[config.mk]
export PLATFORM = sky130hd
export DESIGN_NAME = ram_bit_serializer
export DESIGN_NICKNAME = d
export VERILOG_FILES = /design/src/rtl/ram_bit_serializer.sv
export SDC_FILE = /design/constraint.sdc
export NUM_CORES = 1
export LEC_CHECK = 0
export CAP_MARGIN = 20
export CORE_UTILIZATION = 52
export CTS_BUF_LIST = sky130_fd_sc_hd__clkbuf_8 sky130_fd_sc_hd__clkbuf_16
export CTS_CLUSTER_DIAMETER = 200
export DETAILED_ROUTE_END_ITERATION = 12
export PLACE_DENSITY = 0.81
export RECOVER_POWER = 100
export SYNTH_ARGS = -nofsm -noshare
export SYNTH_HDL_FRONTEND = slang
export SYNTH_SLANG_ARGS = --single-unit
[constraint.sdc]
create_clock -name clk -period 3.5 [get_ports clk]
set_clock_uncertainty 0.2 [all_clocks]
set_input_delay 0.875 -clock clk [delete_from_list [all_inputs] [get_ports clk]]
set_output_delay 0.875 -clock clk [all_outputs]
set_load 0.03 [all_outputs]
[src/rtl/ram_bit_serializer.sv]
// Multi-lane bit-serial readout: loads one WIDTH-bit word per lane, then emits one
// selected bit per lane per beat under a valid/ready handshake, streaming words back-to-back.
module ram_bit_serializer #(
    parameter int  WIDTH = 16,
    parameter int  LANES = 4,
    localparam int SEL_W = $clog2(WIDTH)
) (
    input  logic                   clk,
    input  logic                   rst_n,
    input  logic                   in_valid,
    output logic                   in_ready,
    input  logic [LANES*WIDTH-1:0] in_data,
    input  logic                   in_msb_first,
    input  logic [SEL_W-1:0]       in_len,
    output logic                   out_valid,
    input  logic                   out_ready,
    output logic [LANES-1:0]       out_bits,
    output logic [SEL_W-1:0]       out_idx,
    output logic                   out_last
);

    typedef enum logic {
        IDLE  = 1'b0,
        SHIFT = 1'b1
    } state_t;

    localparam logic [SEL_W-1:0] MAX_IDX = SEL_W'(WIDTH - 1);

    state_t                 state;
    logic [LANES*WIDTH-1:0] word;
    logic                   mode;
    logic [SEL_W-1:0]       len;
    logic [SEL_W-1:0]       cnt;
    logic                   take;
    logic                   load;

    assign out_valid = (state == SHIFT);
    assign out_idx   = mode ? (MAX_IDX - cnt) : cnt;
    assign out_last  = out_valid && (cnt == len);
    assign take      = out_valid && out_ready;
    // Accepting the last beat frees the word store in the same cycle, so a new word can follow with no bubble.
    assign in_ready  = (state == IDLE) || (take && out_last);
    assign load      = in_valid && in_ready;

    for (genvar l = 0; l < LANES; l++) begin : g_lane
        logic [WIDTH-1:0] lane_word;
        assign lane_word   = word[l*WIDTH +: WIDTH];
        assign out_bits[l] = lane_word[out_idx];
    end

    // NOTE: sequential state uses non-blocking assignments so every register samples pre-edge values.
    always_ff @(posedge clk or negedge rst_n) begin
        if (!rst_n) begin
            state <= IDLE;
            // NOTE: the word store is a small register bank, reset so out_bits reads 0 straight out of reset.
            word  <= '0;
            mode  <= 1'b0;
            len   <= '0;
            cnt   <= '0;
        end else if (load) begin
            word  <= in_data;
            mode  <= in_msb_first;
            len   <= in_len;
            cnt   <= '0;
            state <= SHIFT;
        end else if (take) begin
            if (out_last) begin
                state <= IDLE;
            end else begin
                cnt <= cnt + SEL_W'(1);
            end
        end
    end

endmodule

* After elaboration in Yosys (flattened, before gate mapping)
Cells that the tools add are included.
** Word-level totals
- RAM bits :: 0
- Register bits after elaboration :: 74
- Memories kept :: 0
- ROM bits :: 0
- Output and inout port bits :: 11
- Logic and storage cells :: 35
- Latch bits :: 0
** Cells by class
- Add/sub/neg operators :: 2
- Shift-type cells :: 0
- Bitwise logic cells :: 1
- Div/mod/pow operators :: 0
- Equality and inequality tests :: 2
- Reduce and logical (&&, ||, !) cells :: 9
- Muxes and demuxes :: 15
- Order comparisons :: 1
- Multipliers :: 0
** Operators with widths (number)
- 1-bit binary-select mux with 4-bit select :: 4
- 4-bit two-way mux :: 4
- 1-bit two-way mux :: 7
- 4-bit by 5-bit less-than comparator with 1-bit output (second input constant) :: 1
- 4-bit by 1-bit adder with 4-bit output (second input constant) :: 1
- 4-bit equality test :: 1
- 1-bit logical AND :: 4
- 2-bit AND reduction :: 2
- 2-bit nonzero test :: 2
- 4-bit subtractor (first input constant) :: 1
- 2-bit by 1-bit != test with 1-bit output (second input constant) :: 1
- 1-bit logical OR :: 1
- 1-bit NOT :: 1

* Depth between registers and ports, before layout
- Depth after elaboration :: 7
- Gate-level depth with buffers :: 8
- Depth with buffers taken out :: 5

* Least setup slack after synthesis
OpenSTA, ideal clock, no wires.
- Path type :: reg2out
- From :: register cnt[0]
- To :: output out_bits[2]
- Arrival time :: 1839 ps
- Data required time :: 2425 ps
- Slack :: 586 ps
- Stages on the path, launching flop included :: 9
- Cells stage by stage :: dfrtp_1 -> buf_6 -> buf_2 -> buf_1 -> mux2i_1 -> o22ai_1 -> a21oi_1 -> a211oi_1 -> a31o_2
** On the way
- Cells in the longest elaborated chain, start to end :: 4
** Ends and longest elaborated chain
- start, declared :: line 33 : logic [SEL_W-1:0] cnt;
- start signal, assigned :: line 70 : cnt <= cnt + SEL_W'(1);
- 4-bit subtractor :: line 38 : assign out_idx = mode ? (MAX_IDX - cnt) : cnt;
- 4-bit two-way mux (*) :: line 38
- 1-bit binary-select mux with 4-bit select (*) :: line 48 : assign out_bits[l] = lane_word[out_idx];
- 1-bit two-way mux (not written as such) (*) :: line 48
- end, declared :: line 17 : output logic [LANES-1:0] out_bits,
Mark *: on every way between the ends. The rest lies on a longest branch, timed or not. The select of a mux whose other input is x is not followed.

* Worst setup path after layout
- From :: register cnt[0]
- To :: output out_bits[3]
The elaborated chain is that of the path after synthesis.

==> flow_metrics.tcl <==
set metrics [dict create \
    hold_ws_ns 0.309 \
    crit_family "buffers and inverters" \
    tns_ns 0 \
    reg2reg_to "word[25]$_DFFE_PN0P_" \
    p_leak_nw 2.28 \
    fp.coreArea_um2 7730 \
    synth-warning-count 0 \
    clk_pin_slew_ns 0.07 \
    diodes 0 \
    cts_hold_buf 0 \
    min_delay_worst_endpoint "word[35]$_DFFE_PN0P_" \
    grt_pass1_wl_um 15700 \
    hold_class "flop to flop" \
    synth.area.top_cells "dfrtp_1 45%, mux2_2 23%, mux2i_1 9.4%, mux2_4 3.6%, o22ai_1 2.4%" \
    drt_iter0_drc 232 \
    synth.most_common_cell "mux2_2" \
    synth_nets 415 \
    multi_input_area_um2 2110 \
    endpoint_kind "output pin" \
    cts_made_buffers 9 \
    synth_ff_type "dfrtp_1" \
    rsz0062_at_grt "no" \
    synth_top_area_share_pct 44.8 \
    drt_wl_total_um 9370 \
    irDropWorstVdd_v 0.000765 \
    path_class "flop to output pin" \
    cts_buffer_depth 2 \
    cp_data_required_time_ns 2.42 \
    dieWidth_um 91.2 \
    setup_viol 0 \
    async_flop_share_pct 100 \
    synthDistinctLibCells 34 \
    synth_edf_count 0 \
    fin_nets 498 \
    overflow 0 \
    synthTopCellsByCount "83 x mux2_2, 74 x dfrtp_1, 39 x mux2i_1" \
    synth-seq-cells 74 \
    antenna_found_initial 0 \
    drive_gt1_share_pct 28.5 \
    critPathSlowestCell "dfrtp_2" \
    max_stage_delay_ns 0.44 \
    path_max_fanout 15 \
    dp_hpwl_um 6610 \
    dr.pass1.iters 4 \
    fin_cells 530 \
    drcViolationCount 0 \
    worstHoldStart "word[35]$_DFFE_PN0P_" \
    viasPerCell 5.70 \
    status "complete, no violations" \
    fillers 607 \
    syn_area_um2 4140 \
    synthDominantAreaCellType "dfrtp_1" \
    clock_sinks 74 \
    dp_slack_ns 0.168 \
    syn_inst 341 \
    grt_start_max_net_pins 45 \
    dieArea_um2 8310 \
    io_buffers 83 \
    syn_area_per_cell_um2 12.1 \
    post_cts_buffers 0 \
    cp-start-kind "flop" \
    io_pins 84 \
    htree_levels 3 \
    power_density_nw_per_um2 999 \
    worst_slack_ns 0.0990 \
    core.rowCount 32 \
    drv_slew 0 \
    crit_chain "buf_6 -> xnor2_1 -> buf_2 -> mux2i_1 -> o22ai_1 -> a31o_2 -> dlygate4sd2_1" \
    worst_pin_slew_ns 1.35 \
    holdPathStages 1 \
    root_buffer "clkbuf_8" \
    grt_usage_pct 24.7 \
    arrival_ns 2.33 \
    rr_worst_depth 7 \
    ant_nets 0 \
    finalHoldViolCount 0 \
    gp_congestion 0.776 \
    r2r_slack_ns 0.46 \
    drv_cap 0 \
    placed_cells 514 \
    finalCriticalPeriod_ns 3.40 \
    seq_area_um2 1850 \
    cts_tree "yes" \
    vias 3021 \
    slew-limit-headroom_pct 9.97 \
    fp.dieH_um 91.2 \
    avgRoutedWirePerCell_um 17.7 \
    crit_buf_inv 3 \
    grt_pass1_vias 3154 \
    initial_core_util_pct 53.5 \
    max_freq_ghz 0.294 \
    seq_area_frac_synth_pct 44.8 \
    worstSkewPairLatency_ns 0.35 \
    r2r_start "cnt[0]$_DFFE_PN0P_" \
    area_growth_syn_to_layout_pct 26.3 \
    post-route-period-util_pct 97.2 \
]
==> cell families (layout without fill, tap and decap cells) <==
group / after synthesis / count (layout) / synth area share, %
AO/OA/AOI/OAI: 61 / 61 / 9.89
XOR/XNOR: 6 / 6 / 1.27
adder cells (fa/ha/maj): 1 / 1 / 0.303
buffers and inverters: 28 / 115 / 3.36
flip-flops: 74 / 74 / 44.8
multiplexers: 132 / 132 / 35.7
AND/OR/NAND/NOR: 39 / 39 / 4.72
==> area by class of cell <==
type | count | area share [%]
clock inverters | 4 | 0.359
flip-flops and latches | 74 | 35.5
clock buffers | 11 | 2.90
multi-input cells | 239 | 40.5
inverters | 5 | 0.359
well taps | 102 | 2.44
repair buffers | 95 | 18.0
==> flip-flops by register name (all words and copies together) (netlist names) <==
signal,flops
cnt,4
len,4
mode,1
out_valid,1
word,64
==> metrics by stage <==
step / power, mW / area (µm²) / util, %
floorplan: 3.84 / 4140 / -
global placement: 4.61 / 5080 / 65.8
detailed placement: 4.71 / 5080 / 65.8
CTS: 5.33 / 5290 / 68.4
global route: 5.57 / 5220 / 67.6
finish: 5.22 / 5220 / 67.6
==> repair_timing <==
action,CTS,global route
gates cloned,1,0
resized for setup,5,6
endpoints found under the setup margin,4,5
==> how the worst max path moves through the flow <==
stage                                  start          end  slack [ns]  cells past startpoint
after global placement    cnt[0]$_DFFE_PN0P_  out_bits[2]        0.21                      7
after CTS                 cnt[0]$_DFFE_PN0P_  out_bits[0]        0.07                      7
after global routing      cnt[0]$_DFFE_PN0P_  out_bits[1]        0.01                      7
final                     cnt[0]$_DFFE_PN0P_  out_bits[3]         0.1                      7
after floorplan           cnt[0]$_DFFE_PN0P_  out_bits[2]        0.59                      8
after detailed placement    mode$_DFFE_PN0P_  out_bits[2]        0.17                      6
==> layer usage <==
layer  GRT usage, %  up-vias  wire, µm
li1               -     1414         -
met1           34.2     1493      4080
met2           39.5       98      4550
met3           5.11       16       576
met4           7.01        0       155
met5              0        -         0
==> report_power, final <==
| part | switching (mW) | total (mW) | internal, mW | leakage [nW] |
|---|---|---|---|---|
| Combinational | 1.45 | 2.95 | 1.50 | 1.29 |
| Sequential | 0.390 | 1.68 | 1.29 | 0.891 |
| Clock | 0.302 | 0.588 | 0.286 | 0.0961 |
| Total | 2.14 | 5.22 | 3.07 | 2.28 |
==> worst reg2reg max path: stages (launching register included) <==
cell and delay [ns]:
dfrtp_2 0.44, bufbuf_16 0.32, xor2_1 0.18, or4_1 0.63
o21ai_4 0.18, nand2_1 0.09, clkbuf_4 0.39, mux2_1 0.48
==> layout by cell type (no fill, tap or decap), drive strengths merged, types with 4 or more instances in the layout <==
master / netlist / layout
a211oi: 4 / 4
a21o: 4 / 4
a21oi: 11 / 11
a31o: 4 / 4
buf: 15 / 9
clkbuf: 8 / 17
clkdlybuf4s50: 0 / 71
dfrtp: 74 / 74
dlygate4sd3: 0 / 5
inv: 5 / 6
mux2: 93 / 93
mux2i: 39 / 39
nand2: 8 / 8
nand2b: 5 / 5
nor2: 14 / 14
nor2b: 5 / 5
o21ai: 12 / 12
o221ai: 4 / 4
o22a: 4 / 4
o22ai: 16 / 16
xor2: 4 / 4
No activity file was read; power rests on OpenSTA's default activity.
